## src/rtl/regfile_wb_arbiter.sv

```systemverilog
// Arbitrates the register file write port between the pipeline writeback stage and a
// long-latency unit, and tracks long-latency destinations in a busy scoreboard for decode.
module regfile_wb_arbiter #(
  parameter int unsigned XLEN     = 32,
  parameter int unsigned MAX_WAIT = 4
) (
  input  logic            clk,
  input  logic            reset,
  input  logic            pipe_valid,
  input  logic [4:0]      pipe_rd,
  input  logic [XLEN-1:0] pipe_data,
  output logic            pipe_ready,
  input  logic            lu_valid,
  input  logic [4:0]      lu_rd,
  input  logic [XLEN-1:0] lu_data,
  output logic            lu_ready,
  input  logic            issue_valid,
  input  logic [4:0]      issue_rd,
  input  logic [4:0]      dec_rs1,
  input  logic [4:0]      dec_rs2,
  input  logic [4:0]      dec_rd,
  output logic            hazard_stall,
  output logic            RegWrite,
  output logic [4:0]      write_register,
  output logic [XLEN-1:0] write_data,
  output logic [31:0]     busy_mask
);

  localparam int unsigned REG_W  = 5;
  localparam int unsigned NREGS  = 32;
  localparam int unsigned WAIT_W = (MAX_WAIT < 1) ? 1 : $clog2(MAX_WAIT + 1);

  typedef struct packed {
    logic [REG_W-1:0] rd;
    logic [XLEN-1:0]  data;
  } wb_req_t;

  logic [WAIT_W-1:0] r_wait_cnt;
  logic              r_reg_write;
  logic [REG_W-1:0]  r_wr_reg;
  logic [XLEN-1:0]   r_wr_data;
  logic              r_wb_lu;
  logic [NREGS-1:0]  r_busy;

  logic              w_lu_force;
  logic              w_grant_lu;
  logic              w_grant_pipe;
  logic              w_xfer;
  wb_req_t           w_req;
  logic [NREGS-1:0]  w_busy_set;
  logic [NREGS-1:0]  w_busy_clr;
  logic [NREGS-1:0]  w_busy_next;
  logic              w_hazard;

  // Grant: pipeline has priority until the long-latency unit has waited MAX_WAIT cycles.
  always_comb begin
    w_lu_force   = lu_valid && (r_wait_cnt == WAIT_W'(MAX_WAIT));
    w_grant_lu   = reset && lu_valid && (!pipe_valid || w_lu_force);
    w_grant_pipe = reset && pipe_valid && !w_grant_lu;
    w_xfer       = w_grant_lu || w_grant_pipe;
    w_req.rd     = w_grant_lu ? lu_rd   : pipe_rd;
    w_req.data   = w_grant_lu ? lu_data : pipe_data;
  end

  assign pipe_ready = w_grant_pipe;
  assign lu_ready   = w_grant_lu;

  always_ff @(posedge clk) begin
    if (!reset) begin
      r_wait_cnt <= '0;
    end else if (!lu_valid || w_grant_lu) begin
      r_wait_cnt <= '0;
    end else if (r_wait_cnt != WAIT_W'(MAX_WAIT)) begin
      r_wait_cnt <= r_wait_cnt + WAIT_W'(1);
    end
  end

  // Write port register; r_wb_lu remembers whether the pending write belongs to the long-latency unit.
  always_ff @(posedge clk) begin
    if (!reset) begin
      r_reg_write <= 1'b0;
      r_wr_reg    <= '0;
      r_wr_data   <= '0;
      r_wb_lu     <= 1'b0;
    end else if (w_xfer) begin
      r_reg_write <= (w_req.rd != '0);
      r_wr_reg    <= w_req.rd;
      r_wr_data   <= w_req.data;
      r_wb_lu     <= w_grant_lu;
    end else begin
      r_reg_write <= 1'b0;
      r_wb_lu     <= 1'b0;
    end
  end

  // Scoreboard: clear on the edge committing a long-latency write, set on issue; set wins.
  always_comb begin
    w_busy_set = '0;
    w_busy_clr = '0;
    if (issue_valid && (issue_rd != '0)) begin
      w_busy_set = NREGS'(1) << issue_rd;
    end
    if (r_reg_write && r_wb_lu) begin
      w_busy_clr = NREGS'(1) << r_wr_reg;
    end
    w_busy_next = ((r_busy & ~w_busy_clr) | w_busy_set) & ~NREGS'(1);
  end

  always_ff @(posedge clk) begin
    if (!reset) begin
      r_busy <= '0;
    end else begin
      r_busy <= w_busy_next;
    end
  end

  always_comb begin
    w_hazard = reset && (r_busy[dec_rs1] || r_busy[dec_rs2] || r_busy[dec_rd]);
  end

  assign hazard_stall   = w_hazard;
  assign RegWrite       = r_reg_write;
  assign write_register = r_wr_reg;
  assign write_data     = r_wr_data;
  assign busy_mask      = r_busy;

endmodule

```

## config.mk

```make
export PLATFORM = sky130hd
export DESIGN_NAME = regfile_wb_arbiter
export DESIGN_NICKNAME = d
export VERILOG_FILES = /design/src/rtl/regfile_wb_arbiter.sv
export SDC_FILE = /design/constraint.sdc
export NUM_CORES = 1
export LEC_CHECK = 0
export ABC_AREA = 1
export BUFFER_PORTS_ARGS = -buffer_cell sky130_fd_sc_hd__buf_2
export CORE_ASPECT_RATIO = 1.25
export CORE_UTILIZATION = 53
export DETAILED_ROUTE_END_ITERATION = 7
export PLACE_DENSITY = 0.88
export RECOVER_POWER = 100
export SKIP_CTS_REPAIR_TIMING = 1
export SLEW_MARGIN = 10
export SYNTH_ARGS = -nofsm -noshare
export SYNTH_HDL_FRONTEND = slang
export SYNTH_SLANG_ARGS = --single-unit
```

## constraint.sdc

```tcl
create_clock -name clk -period 4.1 [get_ports clk]
set_input_delay 1.025 -clock clk [delete_from_list [all_inputs] [get_ports clk]]
set_output_delay 1.025 -clock clk [all_outputs]
set_load 0.02 [all_outputs]
```

==> summary.md <==
| Metric | Value |
|---|---|
| Outcome | `finished, violations left` |
| Violations in the final reports | `max-capacitance violations, max-slew violations` |
| Aggregate negative setup slack | `0 ns` |
| Internal power consumption | `1.18 mW` |
| Cells on Worst Hold Path | `1` |
| Final standard cell utilization of the core | `66.1%` |
| Avg Inst Size Synth | `6.20 µm²` |
| Number of warnings printed during yosys synthesis | `0` |
| Start point of the critical path | `dec_rs2[0]` |
| Number of fillers in the final layout | `770` |
| LEAKAGE | `around 2.3 nW` |
| Largest net degree at the start of global routing | `47` |
| Hold crit path type | `reg -> reg` |
| Fmax | `0.293 GHz` |
| Setup-failing EPs final | `0` |
| Final hold vios | `0` |
| Number of clock sinks | `between 70 and 80` |
| Min-Delay Endpoint | `r_wait_cnt[0]` |
| Maximum vdd ir drop | `0.000324 V` |
| Transition time of the tightest slew-check pin | `around 1.6 ns` |
| Inserted Diodes | `0` |
| Num ports | `172` |
| Sort of element at the end of the critical path | `output pin` |
| Die Area | `~0.0085 mm²` |
| Number of global-route vias before repair | `around 4800` |
| Post-Place Worst Slack | `0.759 ns` |
| RSZ-0062 raised after global routing | `false` |
| Count of pins over their slew limit | `40` |
| CP Launch Type | `input pin` |
| Flop pwr share | `45.7%` |
| Initial cell density of the core | `55.0%` |
| CTS tree | `built` |
| Count of vias placed by the detailed router | `5424` |
| Initial DRC count | `385` |
| Startpoint of the tightest hold check path | `r_wait_cnt[0]` |
| Setup slack of the critical path after layout | `0.692 ns` |
| CP Data Required Time | `3.07 ns` |
| Yosys cell types | `26` |
| H-tree depth | `3` |
| Proportion of layout cells with a drive suffix above 1 | `14.6%` |
| Simple-gate portion of the synthesized area | `36.2%` |
| Clk network pwr share | `32.5%` |
| Complex-gate fraction of the synthesized area | `between 10% and 20%` |
| Insertion delay of the later-clocked pin in the worst-skew pair | `between 0.3 and 0.4 ns` |
| Sum of routed wire length over all layers | `14000 µm` |
| Register-to-register path setup slack | `1.26 ns` |
| Switch share | `32.2%` |
| Sw Pwr | `0.559 mW` |
| Fraction of synthesized cell area in xor and xnor cells | `0.203%` |
| Post-Syn Nets | `796` |
| Area of the core region | `0.00784 mm²` |
| Max-cap violations | `1` |
| WP data arrival | `~2.4 ns` |
| Final worst clock skew | `0.0139 ns` |
| Area of the mapped netlist | `roughly 0.0043 mm²` |
| Die Y | `approximately 100 µm` |
| Number of antenna violations at the first check in global routing | `0` |
| Multiplexer share of the synthesized area | `0%` |
| Clock transition time at the flip-flop clock pins of the worst setup and hold paths | `0.07 ns` |
| Post-synthesis sequential element count | `73` |
| Gate count of the mapped netlist | `slightly below 700` |
| Tightest slew margin relative to the limit | `-7.12%` |
| Cell at the root of the clock tree | `sky130_fd_sc_hd__clkbuf_8` |
| Adder-cell share of the synthesized area | `less than 1%` |
| All-layer global routing usage | `33.2%` |
| Pwr/cell area | `335 mW/mm²` |
| Average vias per placed instance | `slightly below 6` |
| Count of nets after finishing | `940` |
| Number of clock buffers inserted by TritonCTS | `9` |
| Congestion Overflow GR | `0` |
| Post-DP HPWL | `10600 µm` |
| R2R Path Start | `r_wait_cnt[0]` |
| Detail-routed net length per standard cell | `15.0 µm` |
| First-pass GRT wire length | `21600 µm` |
| Fin crit period | `3.41 ns` |
| Longest Clk Path Bufs | `2` |
| Rows | `36` |
| Seq/Total Area, Yosys | `roughly a third` |
| Combinational family with the most area after synthesis | `simple AND/OR/NAND/NOR gates` |
| Destination of the worst register-to-register timing path | `write_register[4]` |
| Classification of the worst setup path | `in -> out` |
| Width of the die | `82.7 µm` |
| Post-detailed-route DRC marker count | `0` |
| TritonRoute pass-1 iters | `5` |
| R2R depth | `10` |
| Critical-path maximum fanout | `17` |
| Antenna viol nets, final | `0` |
| Buffers on Ports | `170` |
| Period utilization | `83.1%` |
| Area Growth Syn to Fin | `20.1%` |
| Relative contribution of combinational cells to total power | `21.8%` |
| Weighted congestion reported at the end of routability-driven placement | `0.963` |
-- state kept, by name (all words and copies together), names as in the netlist --
register,count
write_data,32
busy_mask,31
write_register,5
r_wait_cnt,3
RegWrite,1
r_wb_lu,1
-- final cells by class --
cell class / instances / area (µm²) / area share, %
Clock inverter: 5 / 55.1 / 1.06
Inverter: 72 / 275 / 5.31
Sequential cell: 73 / 1460 / 28.2
Clock buffer: 11 / 141 / 2.73
Tap cell: 95 / 119 / 2.29
Timing Repair Buffer: 175 / 792 / 15.3
Multi-Input combinational cell: 508 / 2340 / 45.1
-- per-stage QoR --
step	cells	total power, mW	hold slack, ns	instance area [µm²]
6_report	939	1.74	0.482	5180
5_1_grt	939	1.81	0.496	5180
4_1_cts	939	1.75	0.479	5280
3_5_place_dp	923	1.19	0.450	5080
3_3_place_gp	923	1.18	0.430	5080
2_1_floorplan	695	1.06	0.417	4310
-- power groups by stage --
stage	combinational [mW]	clock (mW)	sequential, mW
finish	0.379	0.564	0.793
detailed placement	0.387	0	0.806
global route	0.417	0.595	0.798
CTS	0.388	0.571	0.791
global placement	0.377	0	0.805
floorplan	0.198	0	0.859
-- synth_stat cells --
cell type                    n  share of area [%]
sky130_fd_sc_hd__conb_1      1              0.087
sky130_fd_sc_hd__nand2_1   239                 21
sky130_fd_sc_hd__o21bai_2    1               0.26
sky130_fd_sc_hd__o21ai_1     1               0.12
sky130_fd_sc_hd__dfxtp_1    73                 34
sky130_fd_sc_hd__clkbuf_1   16                1.4
sky130_fd_sc_hd__inv_4       2               0.29
sky130_fd_sc_hd__nor2_1     14                1.2
sky130_fd_sc_hd__o211ai_1   11                1.9
sky130_fd_sc_hd__inv_2       6               0.52
sky130_fd_sc_hd__xnor2_1     1               0.20
sky130_fd_sc_hd__nand3_1   102                 12
sky130_fd_sc_hd__buf_6       4                1.0
sky130_fd_sc_hd__o21ai_0    23                2.7
sky130_fd_sc_hd__clkinv_1    1              0.087
sky130_fd_sc_hd__a21oi_1    61                7.1
sky130_fd_sc_hd__inv_1      63                5.5
sky130_fd_sc_hd__ha_1        2               0.58
sky130_fd_sc_hd__nor4_1      4               0.58
sky130_fd_sc_hd__buf_2      13                1.5
sky130_fd_sc_hd__a31oi_1    27                3.9
sky130_fd_sc_hd__o31ai_1     7                1.2
sky130_fd_sc_hd__nor3_1     12                1.4
sky130_fd_sc_hd__buf_4       9                1.6
sky130_fd_sc_hd__nand3b_1    1               0.17
sky130_fd_sc_hd__or2_1       1               0.15
-- layer usage --
layer | vias up | wire length (µm) | GRT usage, %
met5 | - | 0 | 0
met4 | 0 | 693 | 19.1
met3 | 67 | 1320 | 7.35
met2 | 355 | 6880 | 57.4
met1 | 2426 | 5150 | 36.9
li1 | 2576 | - | -
-- how the worst max path moves through the flow --
stage | cells past startpoint | endpoint
after floorplan | 11 | hazard_stall
after CTS | 12 | hazard_stall
after global routing | 12 | hazard_stall
after global placement | 13 | hazard_stall
after detailed placement | 12 | hazard_stall
final | 12 | hazard_stall
-- critical path: stages --
cell                      delay [ns]
sky130_fd_sc_hd__buf_2          0.27
sky130_fd_sc_hd__inv_2          0.20
sky130_fd_sc_hd__nand2_1        0.10
sky130_fd_sc_hd__nand3_1        0.07
sky130_fd_sc_hd__nand3_1        0.10
sky130_fd_sc_hd__nand3_1        0.09
sky130_fd_sc_hd__nand2_1        0.07
sky130_fd_sc_hd__nand2_1        0.04
sky130_fd_sc_hd__nand2_1        0.08
sky130_fd_sc_hd__nor2_1         0.05
sky130_fd_sc_hd__a21oi_1        0.11
sky130_fd_sc_hd__buf_2          0.18
-- cell usage in the layout, fill, tap and decap left out, types with 4 or more instances in the layout --
cell type                  instances
sky130_fd_sc_hd__o211ai_1         11
sky130_fd_sc_hd__buf_2            96
sky130_fd_sc_hd__nand2_1         238
sky130_fd_sc_hd__nor2_1           14
sky130_fd_sc_hd__clkbuf_1         76
sky130_fd_sc_hd__nor3_1           12
sky130_fd_sc_hd__a21oi_1          61
sky130_fd_sc_hd__a31oi_1          27
sky130_fd_sc_hd__buf_4             4
sky130_fd_sc_hd__nor4_1            4
sky130_fd_sc_hd__dfxtp_1          73
sky130_fd_sc_hd__clkbuf_8         10
sky130_fd_sc_hd__inv_2             5
sky130_fd_sc_hd__inv_1            64
sky130_fd_sc_hd__nand3_1         102
sky130_fd_sc_hd__o31ai_1           7
sky130_fd_sc_hd__o21ai_0          24
-- kinds of logic (layout without fill, tap and decap cells) --
group,after synthesis,in the layout
adders and majority gates,2,2
and+or+nand+nor,373,373
buffers and inverters,114,263
xor gates and xnor gates,1,1
other,1,1
DFF,73,73
AOI/OAI and AO/OA,131,131
No activity file was read; power rests on OpenSTA's default activity.
